File: src/rtl/image_pad_stream.sv
// image_pad_stream
//   Border-padding stage for the streaming image pipeline. Consumes an
//   IMG_WIDTH x IMG_HEIGHT raster from a first-word-fall-through FIFO and pushes
//   an (IMG_WIDTH+2*PAD) x (IMG_HEIGHT+2*PAD) raster into an output FIFO.
//   The border is either a constant (MODE 0, PAD_VALUE) or a replica of the
//   nearest edge pixel (MODE 1). Frames run back-to-back without gaps.
//
// Ports
//   clock       system clock, rising edge
//   reset       synchronous, active-high reset
//   in_rd_en    pop request to the input FIFO
//   in_dout     input FIFO head word (valid while in_empty=0)
//   in_empty    input FIFO empty
//   out_wr_en   push to the output FIFO
//   out_din     pixel pushed when out_wr_en=1
//   out_full    output FIFO full
//   frame_done  pulses with the push of the last padded pixel of a frame
module image_pad_stream #(
    parameter int unsigned        DWIDTH     = 8,
    parameter int unsigned        IMG_WIDTH  = 720,
    parameter int unsigned        IMG_HEIGHT = 540,
    parameter int unsigned        PAD        = 1,
    parameter int unsigned        MODE       = 0,
    parameter logic [DWIDTH-1:0]  PAD_VALUE  = '0
) (
    input  logic              clock,
    input  logic              reset,
    output logic              in_rd_en,
    input  logic [DWIDTH-1:0] in_dout,
    input  logic              in_empty,
    output logic              out_wr_en,
    output logic [DWIDTH-1:0] out_din,
    input  logic              out_full,
    output logic              frame_done
);

    localparam int unsigned PW = IMG_WIDTH + 2 * PAD;
    localparam int unsigned PH = IMG_HEIGHT + 2 * PAD;
    localparam int unsigned XW = $clog2(PW);
    localparam int unsigned YW = $clog2(PH);

    localparam logic [XW-1:0] XLast     = XW'(PW - 1);
    localparam logic [XW-1:0] XDataLo   = XW'(PAD);
    localparam logic [XW-1:0] XDataHi   = XW'(PAD + IMG_WIDTH);
    localparam logic [XW-1:0] XFillLast = XW'(IMG_WIDTH - 1);
    // In MODE 1 the TOP phase also emits the first image row from the buffer.
    localparam logic [YW-1:0] YTopLast    = YW'(PAD - 1 + MODE);
    localparam logic [YW-1:0] YStreamLast = YW'(IMG_HEIGHT + PAD - 1);
    localparam logic [YW-1:0] YLast       = YW'(PH - 1);

    typedef enum logic [1:0] {StFill, StTop, StStream, StBot} state_e;

    localparam state_e StRestart = (MODE == 1) ? StFill : StTop;

    state_e            state_q, state_d;
    logic [XW-1:0]     x_q, x_d;
    logic [YW-1:0]     y_q, y_d;
    logic [DWIDTH-1:0] hold_q, hold_d;
    logic [DWIDTH-1:0] fill_px;
    logic              adv;
    logic              x_at_end;
    logic              in_left;
    logic              in_data;

    // Row buffer: only replicate mode needs the previous input row.
    if (MODE == 1) begin : g_rowbuf
        localparam int unsigned BW = (IMG_WIDTH > 1) ? $clog2(IMG_WIDTH) : 1;
        localparam logic [BW-1:0] BLast = BW'(IMG_WIDTH - 1);

        logic [DWIDTH-1:0] row_mem [IMG_WIDTH];
        logic [BW-1:0]     rd_idx;
        logic [BW-1:0]     wr_idx;

        // clamp(x-PAD, 0, IMG_WIDTH-1)
        always_comb begin
            rd_idx = '0;
            if (x_q < XDataLo) begin
                rd_idx = '0;
            end else if (x_q >= XDataHi) begin
                rd_idx = BLast;
            end else begin
                rd_idx = BW'(x_q - XDataLo);
            end
        end

        always_comb begin
            wr_idx = (state_q == StFill) ? BW'(x_q) : BW'(x_q - XDataLo);
        end

        // Every pop (FILL or STREAM data column) refreshes the buffer.
        always_ff @(posedge clock) begin
            if (in_rd_en) begin
                row_mem[wr_idx] <= in_dout;
            end
        end

        assign fill_px = row_mem[rd_idx];
    end else begin : g_nobuf
        assign fill_px = PAD_VALUE;
    end

    always_ff @(posedge clock) begin
        if (reset) begin
            state_q <= StRestart;
            x_q     <= '0;
            y_q     <= '0;
            hold_q  <= '0;
        end else begin
            state_q <= state_d;
            x_q     <= x_d;
            y_q     <= y_d;
            hold_q  <= hold_d;
        end
    end

    assign x_at_end = (x_q == XLast);
    assign in_left  = (x_q < XDataLo);
    assign in_data  = !in_left && (x_q < XDataHi);

    always_comb begin
        state_d    = state_q;
        x_d        = x_q;
        y_d        = y_q;
        hold_d     = hold_q;
        in_rd_en   = 1'b0;
        out_wr_en  = 1'b0;
        out_din    = PAD_VALUE;
        frame_done = 1'b0;
        adv        = 1'b0;

        case (state_q)
            StFill: begin
                if (MODE == 1) begin
                    if (!in_empty) begin
                        in_rd_en = 1'b1;
                        if (x_q == XFillLast) begin
                            x_d     = '0;
                            state_d = StTop;
                        end else begin
                            x_d = x_q + XW'(1);
                        end
                    end
                end else begin
                    state_d = StRestart;
                    x_d     = '0;
                    y_d     = '0;
                end
            end
            StTop: begin
                out_din = fill_px;
                if (!out_full) begin
                    out_wr_en = 1'b1;
                    adv       = 1'b1;
                    if (x_at_end && y_q == YTopLast) begin
                        state_d = StStream;
                    end
                end
            end
            StStream: begin
                if (in_data) begin
                    out_din = in_dout;
                    if (!out_full && !in_empty) begin
                        out_wr_en = 1'b1;
                        in_rd_en  = 1'b1;
                        hold_d    = in_dout;
                        adv       = 1'b1;
                    end
                end else if (in_left) begin
                    // Replicate mode peeks at the row's first pixel without popping it.
                    out_din = (MODE == 1) ? in_dout : PAD_VALUE;
                    if (!out_full && ((MODE == 0) || !in_empty)) begin
                        out_wr_en = 1'b1;
                        adv       = 1'b1;
                    end
                end else begin
                    out_din = (MODE == 1) ? hold_q : PAD_VALUE;
                    if (!out_full) begin
                        out_wr_en = 1'b1;
                        adv       = 1'b1;
                    end
                end
                if (adv && x_at_end && y_q == YStreamLast) begin
                    state_d = StBot;
                end
            end
            StBot: begin
                out_din = fill_px;
                if (!out_full) begin
                    out_wr_en = 1'b1;
                    adv       = 1'b1;
                    if (x_at_end && y_q == YLast) begin
                        frame_done = 1'b1;
                        state_d    = StRestart;
                    end
                end
            end
            default: begin
                state_d = StRestart;
                x_d     = '0;
                y_d     = '0;
            end
        endcase

        if (adv) begin
            if (x_at_end) begin
                x_d = '0;
                y_d = (y_q == YLast) ? '0 : y_q + YW'(1);
            end else begin
                x_d = x_q + XW'(1);
            end
        end

        if (reset) begin
            in_rd_en   = 1'b0;
            out_wr_en  = 1'b0;
            frame_done = 1'b0;
        end
    end

endmodule

File: config.mk
export PLATFORM = sky130hd
export DESIGN_NAME = image_pad_stream
export DESIGN_NICKNAME = d
export VERILOG_FILES = /design/src/rtl/image_pad_stream.sv
export SDC_FILE = /design/constraint.sdc
export NUM_CORES = 1
export LEC_CHECK = 0
export ABC_AREA = 1
export CAP_MARGIN = 20
export CORE_MARGIN = 5
export CORE_UTILIZATION = 55
export DETAILED_ROUTE_END_ITERATION = 8
export PLACE_DENSITY = 0.82
export SLEW_MARGIN = 20
export SYNTH_ARGS = -nofsm -noshare
export SYNTH_HDL_FRONTEND = slang
export SYNTH_SLANG_ARGS = --single-unit
export TNS_END_PERCENT = 20
File: constraint.sdc
create_clock -name clock -period 3.25 [get_ports clock]
set_clock_uncertainty 0.2 [all_clocks]
set_input_delay 0.65 -clock clock [delete_from_list [all_inputs] [get_ports clock]]
set_output_delay 0.65 -clock clock [all_outputs]
set_load 0.005 [all_outputs]
### Yosys cells after proc, flatten, opt, wreduce, memory -nomap -nowiden

Index checks and enable logic that the tools add are counted.

* add/subtract/negate cells: 2
* order comparisons: 2
* eq/ne operators: 11
* multiplexer cells: 29
* reductions and logical operators: 14

Operator list (count)
* $mux W10: 7
* $eq A10 B10 Y1 const B: 3
* $add A10 B1 Y10 const B: 2
* $mux W8: 2
* $mux W1: 12
* $logic_not A10 Y1: 1
* $lt A10 B1 Y1 const B: 1
* $lt A10 B10 Y1 const B: 1
* $mux W2: 5
* $ne A2 B2 Y1 const B: 5
* $pmux W2 S4: 1
* $logic_and A1 B1 Y1: 6
* $reduce_and A5 Y1: 1
* $eq A2 B2 Y1 const B: 2
* $pmux W1 S2: 2
* $logic_not A1 Y1: 3
* $eq A2 B1 Y1 const B: 1
* $logic_not A2 Y1: 1
* $reduce_bool A2 Y1: 1
* $reduce_or A2 Y1: 1

* bits in registers: 22
* input port bits: 12
* output and inout port bits: 11
* logic and storage cells: 61

### Depth between registers and ports, before layout

Gate-level depths: netlist (run 1).

* depth after elaboration: 9
* depth in mapped cells: 13
* mapped depth without buffers: 12

### Worst setup path before layout (run 1)

No wires, ideal clock.

* path type: register to output
* from: register x_q[0]
* to: output out_wr_en
* arrival: 1386 ps
* path slack: 1014 ps
* stages on the path, launching flop included: 13
* buffers on the path: 1
* cells stage by stage: dfxtp_1 inv_1 ha_1 nand2_1 nand2_1 nand2_1 nand2_2 nand3_2 nand2_2 nand2_2 nand2_2 buf_6 nor2_1

* longest elaborated chain between the ends: 6
* elaborated cells between the ends (all ways): 7

Ends and longest elaborated chain
* start: declaration: RTL line 56 `logic [XW-1:0] x_q, x_d;`
* start signal: assignment: RTL line 105 `x_q <= '0;`
* start signal: assignment: RTL line 110 `x_q <= x_d;`
* $lt A10 B1 Y1: RTL line 117 `assign in_left = (x_q < XDataLo);`
* $logic_not A1 Y1: RTL line 118 `assign in_data = !in_left && (x_q < XDataHi);`
* $logic_and A1 B1 Y1 *: RTL line 118
* $mux W1 *: RTL line 160 `if (in_data) begin`
* $pmux W1 S2 *: RTL line 131 `case (state_q)`
* $mux W1 *: RTL line 213 `if (reset) begin`
* end: declaration: RTL line 31 `output logic out_wr_en,`

Every way passes the cells marked *; elsewhere a longest branch is shown, timed or not.

### Worst setup path after layout (run 1)

Ends and elaborated chain as after synthesis.

==> impl_metrics.json, run 1 <==
{
  "drt_pre_antenna_iters": 4,
  "setup_viol": 0,
  "core.rowCount": 21,
  "worstPathArrival_ns": 2.21,
  "postRouteAntennaNets": 0,
  "hold_violations": 0,
  "worstHoldEndpoint": "state_q[1]",
  "path_clk_slew_ns": 0.14,
  "place.detailed.hpwl_um": 3320,
  "timing.final.ws_setup_ns": 0.193,
  "synth_edf_count": 0,
  "preCtsSetupSlack_ns": 0.227,
  "critical_path.reg2reg.startpoint": "x_q[0]",
  "cap_viol_max_count": 0,
  "hp-start": "state_q[1]",
  "coreArea_um2": 3360,
  "floorplan.die.height_um": 68.9,
  "whs_path_depth": 2,
  "antenna-diode-count": 0,
  "cts_buffers": 3,
  "post_synth_inst_count": 304,
  "syn_avg_cell_area_um2": 6.28,
  "layout_min_cycle_time_ns": 3.06,
  "max_freq_mhz": 327,
  "routed_wl_per_cell_um": 12.5,
  "post-cts-setup-buffers": 0,
  "crit_family": "simple AND/OR/NAND/NOR gates",
  "initial_antenna_violation_count": 0,
  "timing.reg2reg.worst_path_depth": 12,
  "grt.total_usage": 0.214,
  "critical_path.startpoint": "x_q[0]",
  "slew_headroom": 0.483,
  "synth.cell_area_um2": 1910,
  "grt_start_max_net_pins": 21,
  "path_common_cell": "sky130_fd_sc_hd__nand2_2",
  "cp_cell_sequence": "inv_1, ha_1, nand2_1, nand2_1, nand2_1, nand2_2, nand3_2, nand2_2, nand2_2, nand2_2, nor2_1, clkdlybuf4s50_1",
  "vias_per_inst": 5.43,
  "critPathMaxFanout": 6,
  "io_buffers": 22,
  "design.portCount": 23,
  "yosysWarnings": 0,
  "clockRootBuffer": "sky130_fd_sc_hd__clkbuf_4",
  "initial_core_util": 0.568,
  "clock_tree.htree_level_count": 1,
  "wirelength_um": 4630,
  "first_iter_violations": 185,
  "max-vdd-ir-drop_uv": 163,
  "clk-insertion-delay-late_ns": 0.32,
  "cts_max_path_buffers": 2,
  "grt_pass1_vias": 1884,
  "path_class": "reg -> out",
  "ys_types": 31,
  "syn-num-nets": 327,
  "cp_data_required_time_ns": 2.40,
  "status": "finished clean",
  "critical_path_source_type": "flip-flop",
  "synth-async-reset-ratio": 0,
  "setup_total_negative_slack_ns": 0,
  "route.vias.total": 2014,
  "clock_sinks": 22,
  "commonest_non_fill_non_tap_cell_in_the_layout": "sky130_fd_sc_hd__nand2_1",
  "power.static_leakage_nw": 0.848,
  "overflow": 0,
  "layout_stage_area_growth_over_the_synthesis_result_pct": 16.0,
  "cpPeakStageDelay_ns": 0.52,
  "gp_congestion": 0.885,
  "dieWidth_um": 68.9,
  "path_buf_inv": 2,
  "detail_route.drc_violations": 0,
  "cp_slowest_cell": "sky130_fd_sc_hd__clkdlybuf4s50_1",
  "grt_first_pass_wirelength_um": 7830,
  "ys_seq_area_frac": 0.231,
  "num-nets-final": 349,
  "worstHoldPathType": "reg -> reg",
  "cts_tree": "built",
  "critical_path.reg2reg.endpoint": "y_q[3]",
  "drv_slew": 0,
  "ys_ff_latch": 22,
  "worst-slew-pin-transition_ns": 0.771,
  "powerDensity_nw_per_um2": 307,
  "rsz0062_at_grt": "false",
  "tcrit_tclk_final": 0.940,
  "final_layout_size_suffix_gt1_frac": 0.0954,
  "postSynth.topFlopCell": "sky130_fd_sc_hd__dfxtp_1",
  "floorplan.die_area_um2": 4750,
  "mostFrequentLayoutCells": "sky130_fd_sc_hd__nand2_1, sky130_fd_sc_hd__nor2_1, sky130_fd_sc_hd__nand3_1",
  "register_to_register_setup_slack_ns": 1.26,
  "capturing_element_type_of_the_critical_path": "primary output"
}
## worst max-delay path by stage
stage	slack, ns	end	depth (start not counted)
2_1_floorplan	1.01	out_wr_en	12
3_3_place_gp	0.23	in_rd_en	4
3_5_place_dp	0.23	in_rd_en	4
4_1_cts	0.02	in_rd_en	8
5_1_grt	0.06	in_rd_en	8
6_report	0.19	out_wr_en	12
## worst reg2reg max path: cells and delay by family (launching register included)
kind	cells	cell delay, ns
simple gates	8	0.63
flops	1	0.41
buf+inv	2	0.32
fa+ha+maj	1	0.19
compound gates	1	0.16
## report_power, final
group	switching, mW	internal (mW)	total, mW
Combinational	0.0937	0.0657	0.159
Clock	0.0971	0.125	0.222
Sequential	0.0159	0.283	0.299
Total	0.207	0.473	0.680
## sequential cells by signal, indices dropped and copies added (netlist names)
name,flops
state_q,2
x_q,10
y_q,10
## per-stage QoR
step	util	total power [mW]	hold slack (ns)	std cells	instance area [um^2]
global route	0.659	0.712	0.375	371	2220
floorplan	-	0.417	0.280	304	1910
detailed placement	0.641	0.460	0.311	367	2160
finish	0.659	0.680	0.327	371	2220
CTS	0.657	0.681	0.330	371	2210
global placement	0.641	0.457	0.302	367	2160
## cell type report
type,instances,area [um^2]
Multi-Input combinational cell,236,1260
Fill cell,322,1150
Sequential cell,22,442
Timing Repair Buffer,29,273
Inverter,34,129
Tap cell,46,57.6
Clock inverter,1,30.0
Clock buffer,3,22.5
## synth_stat cells (2+ instances only)
cell type | count | area [um^2]
sky130_fd_sc_hd__buf_2 | 4 | 20.0
sky130_fd_sc_hd__clkbuf_1 | 3 | 11.3
sky130_fd_sc_hd__buf_6 | 4 | 45.0
sky130_fd_sc_hd__inv_1 | 30 | 113
sky130_fd_sc_hd__a21oi_1 | 22 | 110
sky130_fd_sc_hd__ha_1 | 11 | 138
sky130_fd_sc_hd__nand3b_1 | 4 | 30.0
sky130_fd_sc_hd__nor3_1 | 4 | 20.0
sky130_fd_sc_hd__nand3_1 | 39 | 195
sky130_fd_sc_hd__dfxtp_1 | 22 | 440
sky130_fd_sc_hd__xor2_1 | 5 | 43.8
sky130_fd_sc_hd__nand3_2 | 4 | 40.0
sky130_fd_sc_hd__nor2_1 | 44 | 165
sky130_fd_sc_hd__nand2_1 | 62 | 233
sky130_fd_sc_hd__nor2_4 | 3 | 33.8
sky130_fd_sc_hd__clkinv_1 | 2 | 7.51
sky130_fd_sc_hd__o21ai_0 | 8 | 40.0
sky130_fd_sc_hd__o21ai_1 | 2 | 10.0
sky130_fd_sc_hd__nand4_1 | 15 | 93.8
sky130_fd_sc_hd__nand2_2 | 5 | 31.3
## cells by family after synthesis
| family | Yosys count | synth area share |
|---|---|---|
| AOI/OAI and AO/OA | 35 | 0.0963 |
| xor gates and xnor gates | 6 | 0.0275 |
| adders and majority gates | 11 | 0.0720 |
| buffers and inverters | 46 | 0.111 |
| DFF | 22 | 0.231 |
| and+or+nand+nor | 184 | 0.462 |
## per-layer routing
metal / vias to the layer above / global-route usage / share of wire
met4: 0 / 0.0949 / 0.020
met1: 894 / 0.265 / 0.46
li1: 1040 / - / -
met3: 11 / 0.0324 / 0.065
met5: - / 0 / 0
met2: 69 / 0.363 / 0.46
## what timing repair did
item	4_1_cts	5_1_grt
resized for setup	0	2
hold buffers	0	0
endpoints found under the setup margin	0	9
No activity file was read; power rests on OpenSTA's default activity.
==> run 2: changes to the inputs <==
CAP_MARGIN = not set   (was 20)
MAX_ROUTING_LAYER = met4   (was not set)
==> run 2 against run 1 <==
Net effect:
- die area stayed put
- total power is 0.22% higher
- global-route usage up 0.59 points
- clock-buffer cell count stayed put
- non-clock buffer count is the same
- sequential power about the same
- critical path depth unchanged
- worst hold slack barely moved
- largest cell class unchanged
- first-iteration DRC count down 3.8%
- core utilization unchanged
- wire length up 0.11%
==> impl_metrics.json, run 2 (same netlist as run 1, synthesis figures left out) <==
{
  "whs_path_depth": 2,
  "floorplan.die_area_um2": 4750,
  "cp_data_required_time_ns": 2.40,
  "first_iter_violations": 178,
  "path_class": "reg -> out",
  "preCtsSetupSlack_ns": 0.227,
  "floorplan.die.height_um": 68.9,
  "initial_core_util": 0.568,
  "final_cell_area_um2": 2220,
  "commonest_non_fill_non_tap_cell_in_the_layout": "sky130_fd_sc_hd__nand2_1",
  "mostFrequentLayoutCells": "sky130_fd_sc_hd__nand2_1, sky130_fd_sc_hd__nor2_1, sky130_fd_sc_hd__nand3_1",
  "timing.reg2reg.worst_path_depth": 12,
  "antenna-diode-count": 0,
  "cts_tree": "built",
  "detail_route.drc_violations": 0,
  "wirelength_um": 4630,
  "cap_viol_max_count": 0,
  "tcrit_tclk_final": 0.939,
  "core.rowCount": 21,
  "setup_viol": 0,
  "fillerInstances": 322,
  "drv_slew": 0,
  "postRouteAntennaNets": 0,
  "grt_start_max_net_pins": 21,
  "slew_headroom": 0.469,
  "gp_congestion": 0.900,
  "clock_sinks": 22,
  "path_clk_slew_ns": 0.14,
  "capturing_element_type_of_the_critical_path": "primary output",
  "io_buffers": 22,
  "overflow": 0,
  "fin_hold_ws_ns": 0.327,
  "top_regs": "x_q (10), y_q (10), state_q (2)",
  "drt_pre_antenna_iters": 4,
  "cts_buffers": 3,
  "layout_min_cycle_time_ns": 3.05,
  "worstPathArrival_ns": 2.20,
  "powerDensity_nw_per_um2": 307,
  "worstHoldPathType": "reg -> reg",
  "clock_tree.htree_level_count": 1,
  "coreArea_um2": 3360,
  "setup_total_negative_slack_ns": 0,
  "grt.total_usage": 0.220,
  "clk-insertion-delay-late_ns": 0.33,
  "initial_antenna_violation_count": 0,
  "routed_wl_per_cell_um": 12.5,
  "max_freq_mhz": 328,
  "critical_path_source_type": "flip-flop",
  "final_core_util": 0.659,
  "vias_per_inst": 5.40,
  "cts_max_path_buffers": 2,
  "final_layout_size_suffix_gt1_frac": 0.0954,
  "hold_violations": 0,
  "max-vdd-ir-drop_uv": 162,
  "dieWidth_um": 68.9,
  "num-nets-final": 349,
  "place.detailed.hpwl_um": 3320,
  "layout_stage_area_growth_over_the_synthesis_result_pct": 16.0,
  "grt_first_pass_wirelength_um": 7840,
  "route.vias.total": 2002,
  "worst-slew-pin-transition_ns": 0.792,
  "rsz0062_at_grt": "false",
  "grt_pass1_vias": 1884,
  "dpl_cell_area_um2": 2160,
  "critPathMaxFanout": 6,
  "status": "finished clean",
  "timing.final.ws_setup_ns": 0.199,
  "design.portCount": 23,
  "power.static_leakage_nw": 0.848,
  "clockRootBuffer": "sky130_fd_sc_hd__clkbuf_4"
}
-- run 2: cell type report --
type | instances | area [um^2] | share of cell area
clock buffer | 3 | 22.5 | 0.0102
clock inverter | 1 | 30.0 | 0.0136
inverter | 34 | 129 | 0.0582
multi-input combinational | 236 | 1260 | 0.570
sequential | 22 | 442 | 0.199
tap | 46 | 57.6 | 0.0260
timing repair buffer | 29 | 273 | 0.123
-- run 2: where the power goes --
group | internal, mW | switching (mW)
Combinational | 0.0657 | 0.0935
Sequential | 0.283 | 0.0155
Clock | 0.125 | 0.0990
-- run 2: through the flow --
step                instances  power, mW
CTS                       371      0.681
detailed placement        367      0.460
finish                    371      0.681
floorplan                 304      0.417
global placement          367      0.457
global route              371      0.712
-- run 2: final timing paths --
path | slack, ns | startpoint | to
setup reg to reg | 1.27 | x_q[0] | y_q[3]
hold reg to reg | 0.33 | state_q[1] | state_q[1]
setup / recovery | 0.20 | x_q[0] | out_wr_en
hold / removal | 0.33 | state_q[1] | state_q[1]
-- run 2: repair_timing --
item,4_1_cts,5_1_grt
hold endpoints to repair,0,0
hold buffers,0,0
setup buffers,0,0
resized for setup,0,2
setup endpoints to repair,0,9
-- run 2: critical path, stage by stage, from the launching register on --
cell and delay (ns):
sky130_fd_sc_hd__dfxtp_2 0.41, sky130_fd_sc_hd__inv_1 0.07, sky130_fd_sc_hd__ha_1 0.19, sky130_fd_sc_hd__nand2_1 0.09, sky130_fd_sc_hd__nand2_1 0.05, sky130_fd_sc_hd__nand2_1 0.08
sky130_fd_sc_hd__nand2_2 0.08, sky130_fd_sc_hd__nand3_2 0.09, sky130_fd_sc_hd__nand2_2 0.05, sky130_fd_sc_hd__nand2_2 0.07, sky130_fd_sc_hd__nand2_2 0.05, sky130_fd_sc_hd__nor2_1 0.12
sky130_fd_sc_hd__clkdlybuf4s50_1 0.52
-- run 2: per-layer routing --
layer | global-route usage | vias to the layer above | share of wire
met5 | - | - | 0
met4 | 0.0949 | 0 | 0.021
met3 | 0.0259 | 11 | 0.047
met2 | 0.363 | 58 | 0.46
met1 | 0.269 | 895 | 0.47
li1 | - | 1038 | -
==> run 3: changes to the inputs <==
CTS_CLUSTER_DIAMETER = 50   (was not set)
CTS_CLUSTER_SIZE = 20   (was not set)
MAX_ROUTING_LAYER = not set   (was met4)
==> results of run 3 <==
Same layout as run 1: the final DEF is identical, and so are final timing and power.
